### src/rtl/shift_reg_sipo.sv
// Serial-in, parallel-out shift register with serial pass-through and word framing.
// Latency: sdi reaches pdo on the next edge and sdo after WIDTH edges; pvalid is registered.
// Backpressure: none; one bit is captured every clock and the block never stalls.
//
// Ports:
//   clk     - system clock, all state updates on the rising edge
//   reset   - synchronous, active-high; clears register, count, strobe (and parity)
//   sdi     - serial data in, captured on every non-reset edge
//   sdo     - serial data out, the far end bit of the register
//   pdo     - parallel view of the register, a direct wire
//   pvalid  - one-cycle strobe, pdo holds a complete WIDTH-bit word
//   bit_cnt - bits captured in the current word, 0..WIDTH-1
//   parity  - even parity of the last completed word (only with SHIFT_REG_SIPO_PARITY_EN)
//
// Optional feature macro: SHIFT_REG_SIPO_PARITY_EN adds the registered parity output.

module shift_reg_sipo #(
    parameter int WIDTH     = 4,
    parameter bit MSB_FIRST = 1'b1
) (
    input  logic                     clk,
    input  logic                     reset,
    input  logic                     sdi,
    output logic                     sdo,
    output logic [WIDTH-1:0]         pdo,
    output logic                     pvalid,
`ifdef SHIFT_REG_SIPO_PARITY_EN
    output logic                     parity,
`endif
    output logic [$clog2(WIDTH)-1:0] bit_cnt
);

    localparam int CW = $clog2(WIDTH);
    // Count value on which the current word completes.
    localparam logic [CW-1:0] LAST_CNT = CW'(WIDTH - 1);

    logic [WIDTH-1:0] sr_q;
    logic [WIDTH-1:0] sr_next;
    logic [CW-1:0]    cnt_q;
    logic             word_done;

    // Next register contents; the direction is fixed at elaboration.
    always_comb begin
        sr_next = sr_q;
        if (MSB_FIRST) begin
            sr_next = {sr_q[WIDTH-2:0], sdi};
        end else begin
            sr_next = {sdi, sr_q[WIDTH-1:1]};
        end
    end

    // The edge that captures bit WIDTH-1 of a word is the edge that completes it.
    assign word_done = (cnt_q == LAST_CNT);

    always_ff @(posedge clk) begin
        if (reset) begin
            sr_q   <= '0;
            cnt_q  <= '0;
            pvalid <= 1'b0;
        end else begin
            sr_q   <= sr_next;
            // Explicit wrap so that non-power-of-two widths frame correctly.
            cnt_q  <= word_done ? '0 : cnt_q + CW'(1);
            pvalid <= word_done;
        end
    end

`ifdef SHIFT_REG_SIPO_PARITY_EN
    // sr_next is exactly the word that becomes visible alongside pvalid.
    always_ff @(posedge clk) begin
        if (reset) begin
            parity <= 1'b0;
        end else if (word_done) begin
            parity <= ^sr_next;
        end
    end
`endif

    assign pdo     = sr_q;
    assign sdo     = MSB_FIRST ? sr_q[WIDTH-1] : sr_q[0];
    assign bit_cnt = cnt_q;

endmodule

### config.mk
export PLATFORM = sky130hd
export DESIGN_NAME = shift_reg_sipo
export DESIGN_NICKNAME = d
export VERILOG_FILES = /design/src/rtl/shift_reg_sipo.sv
export SDC_FILE = /design/constraint.sdc
export NUM_CORES = 1
export LEC_CHECK = 0
export BUFFER_PORTS_ARGS = -buffer_cell sky130_fd_sc_hd__buf_2
export CAP_MARGIN = 15
export CELL_PAD_IN_SITES_DETAIL_PLACEMENT = 1
export CELL_PAD_IN_SITES_GLOBAL_PLACEMENT = 1
export CORE_AREA = 2 2 39 41
export DETAILED_ROUTE_END_ITERATION = 6
export DIE_AREA = 0 0 41 43
export GPL_ROUTABILITY_DRIVEN = 1
export GPL_TIMING_DRIVEN = 0
export PLACE_DENSITY_LB_ADDON = 0.1
export SLEW_MARGIN = 20
export SYNTH_ARGS = -nofsm -noshare
export SYNTH_HDL_FRONTEND = slang
export SYNTH_SLANG_ARGS = --single-unit
export TNS_END_PERCENT = 30
### constraint.sdc
create_clock -name clk -period 1.25 [get_ports clk]
set_clock_uncertainty 0.2 [all_clocks]
set_input_delay 0.125 -clock clk [delete_from_list [all_inputs] [get_ports clk]]
set_output_delay 0.125 -clock clk [all_outputs]
set_load 0.01 [all_outputs]
Yosys cells after proc, flatten, opt, wreduce, memory -nomap -nowiden:

Cells that the tools add are included.

* add/sub/neg operators: 1
* equality and inequality tests: 1
* reduce and logical (&&, ||, !) cells: 1

Operators with widths (count)
* $add 2x1->2 const B: 1
* $eq 2x2->1 const B: 1
* $reduce_or 2->1: 1

* register bits after elaboration: 7
* bits of input ports: 3
* output and inout bits: 8
* word-level logic and storage cells: 6

Logic depth before layout (Yosys ltp):

* word-level depth: 2
* mapped depth: 2
* gate-level depth less buffers: 2

Worst setup path after synthesis:

No wires, ideal clock.

* path kind: register -> register
* from: register cnt_q[0], in the netlist bit_cnt[0]
* to: register cnt_q[1], in the netlist bit_cnt[1]
* library setup time: 0.117 ns
* data arrival time: 0.751 ns
* required time: 0.933 ns
* setup slack: 0.183 ns
* cell stages (with the launch flop): 3
* path buffers: 0
* clock period less this slack: 1.067 ns
* path through: dfxtp_1 -> ha_1 -> nor3b_2

* cells in the longest elaborated chain, start to end: 2
* elaborated cells between the ends (all ways): 3
* classes of those cells: 1 x add/sub; 1 x eq/ne; 1 x reduce/logical

RTL lines
* start, declared: line 39 `logic [CW-1:0] cnt_q;`
* start signal, assigned: line 63 `cnt_q <= word_done ? '0 : cnt_q + CW'(1);`
* $eq 2x2->1: line 53 `assign word_done = (cnt_q == LAST_CNT);`
* $reduce_or 2->1 (no source line)

Parallel ways exist; a longest one is shown, timed or not.
A chain may end at the register's enable or synchronous reset.

Worst setup path after layout:

* from: register sr_q[3], in the netlist pdo[3]
* to: output pdo[3]

RTL lines
* start, declared: line 37 `logic [WIDTH-1:0] sr_q;`
* start signal, assigned: line 61 `sr_q <= sr_next;`
* end, declared: line 25 `output logic [WIDTH-1:0] pdo,`

No word-level cell between the ends.

==> impl_metrics.toml <==
[sta]
timing.final.hold_violations = 0
timing_worst_slew_pin_value_ns = 0.141
setup_viol_count_final = 0
fin_ws_ns = 0.138
drv_slew = 0
max-slew-margin-rel_pct = 90.5
timing.final.crit_period_ns = 1.11
grt_setup_unrepaired = "no"
achievable-frequency_mhz = 899
fin_crit_sh_pct = 89.0
setup_tns_ns = 0

[logic_synthesis]
synthesis.yosys.warnings = 0
synth.avg_cell_area_sq_um = 13.1
synthDistinctLibCells = 6
yosysSeqAreaShare_pct = 67.1
synthesis.area_sq_um = 209
postSynthRegisterBits = 7
postSynthCellCount = 16
synth.net_count = 20

[routing]
wirelength_microns = 365
ant_nets = 0
routed_via_density = 3.38
route.vias.total = 162
routed_wire_length_per_instance_microns = 7.60
drtIter0Drc = 0
route.detailed.drc = 0
firstDrtPassIters = 1

[place]
area_of_placed_instances_sq_um = 279
post-place-ws_ns = 0.196
placement.io_buffers = 10
place.gp.congestion = 0.587

[critical_path]
crit_slowest_cell = "sky130_fd_sc_hd__dfxtp_1"
critical_path_arrival_ns = 0.79
worstSetupEndpointType = "output pin"
worst-setup-path-type = "flip-flop to output pin"
critical_path.startpoint_type = "flip-flop"
critPathTopFamily = "flip-flops"
count_of_buffering_cells_on_the_critical_path_with_inverters_included = 2
cell_chain_critical_path = "buf_4 -> buf_2"
crit_path_max_fanout = 2
required_time_reported_for_the_critical_path_endpoint_ns = 0.93
delay_of_the_slowest_critical_path_stage_ns = 0.30

[finish]
n_antenna_cell = 0
layout_commonest_cell = "sky130_fd_sc_hd__buf_2"
register_area_sq_um = 140
fin_nets = 37
layout.cells.most_common_list = "10 x sky130_fd_sc_hd__buf_2, 7 x sky130_fd_sc_hd__dfxtp_1, 5 x sky130_fd_sc_hd__nor2b_1, 3 x sky130_fd_sc_hd__clkbuf_4, 2 x sky130_fd_sc_hd__dlygate4sd3_1"
final_non_filler_cell_area_sq_um = 325
layout-area-overhead-vs-synth_pct = 55.7
post_route_cells_drive_above_1_share_pct = 46.9
fillers = 156
area_taken_by_multi_input_logic_gates_sq_um = 61.3

[cts]
cts_resized = 0
clock_tree.htree_level_count = 1
clock_tree_from_tritoncts = "done"
cts.reportedPaths.clkPinSlew_ns = 0.05
clk_latency_ns = 0.24
tritoncts_num_sinks = 7
clk_path_buf_depth = 2
cts-buffers-inserted = 3
clk_root_buffer_cell = "sky130_fd_sc_hd__clkbuf_4"

[run_status]
outcome = "complete, no violations"

[grt]
first_pass_grt_wire_length_microns = 655
number_of_antenna_violations_at_the_first_check_in_global_routing = 0
grt_pass1_vias = 167
grt_start_max_net_pins = 8
grt_usage_pct = 6.24
global_route.overflow_total = 0

[die]
core_sq_um = 1380
floorplan.die.height_microns = 43
floorplan.die_area_sq_um = 1760
rows = 14
dieWidth_microns = 41
start_util_pct = 15.1
pin_count = 11

[power_and_ir_drop]
powerDensity_nw_per_um2 = 1510
worst_ir_drop_vdd_uv = 390
total_power_mw = 0.491
leakagePower_nw = 0.162

[worst_hold_path]
hold_class = "flip-flop to flip-flop"

[job]
max_cap_violations = 0
[worst paths after layout]
check	start	to	slack, ns	cells past startpoint
worst min register to register	pdo[1]	pdo[2]	0.25	1
worst max-delay path	pdo[3]	pdo[3]	0.14	2
worst min-delay path	pdo[1]	pdo[2]	0.25	1
worst max register to register	bit_cnt[0]	bit_cnt[1]	0.20	2
[kinds of logic after synthesis]
group	synth area share [%]
adder cells (fa/ha/maj)	5.99
buffers and inverters	3.59
flip-flops	67.1
AND/OR/NAND/NOR	23.4
[synthesized netlist by cell type]
master                    n  area share [%]
sky130_fd_sc_hd__nor3_1   1             2.4
sky130_fd_sc_hd__ha_1     1             6.0
sky130_fd_sc_hd__nor2b_1  5              15
sky130_fd_sc_hd__dfxtp_1  7              67
sky130_fd_sc_hd__nor3b_2  1             6.0
sky130_fd_sc_hd__buf_4    1             3.6
[per-stage QoR]
| stage | cells | util [%] | hold slack, ns |
|---|---|---|---|
| after floorplan | 16 | - | -0.00426 |
| after global placement | 42 | 20.2 | 0.136 |
| after detailed placement | 42 | 20.2 | 0.144 |
| after CTS | 48 | 23.5 | 0.262 |
| after global routing | 48 | 23.5 | 0.282 |
| final | 48 | 23.5 | 0.255 |
[power breakdown]
| group | internal (mW) | total (mW) | switching (mW) |
|---|---|---|---|
| Sequential | 0.238 | 0.245 | 0.00713 |
| Combinational | 0.0281 | 0.0500 | 0.0219 |
| Clock | 0.121 | 0.196 | 0.0750 |
| Total | 0.387 | 0.491 | 0.104 |
[area by class of cell]
class	count	share of cell area (%)
timing repair buffer	12	21.5
clock buffer	4	8.08
multi-input combinational	8	18.8
tap	16	6.15
sequential	7	43.1
buffer	1	2.31
[repair_timing]
action                    CTS  global route
hold endpoints to repair    7             0
setup buffers               0             0
hold buffers                2             0
[registers in the layout, summed over array words and instances, names as in the netlist]
| signal | flops |
|---|---|
| pvalid | 1 |
| bit_cnt | 2 |
| pdo | 4 |
[worst reg2reg max path, delay by kind of cell, from the launching register on]
kind          cells  cell delay (ns)
flops             1             0.32
fa+ha+maj         1             0.28
simple gates      1             0.15
[per-layer routing]
layer,up-vias,track usage (%),share of wire (%)
met5,-,0,0
met1,72,5.18,36
met2,7,8.75,52
met3,0,4.71,12
met4,0,6.00,0
li1,83,-,-
Note: power is estimated with default switching activity, not from simulation.
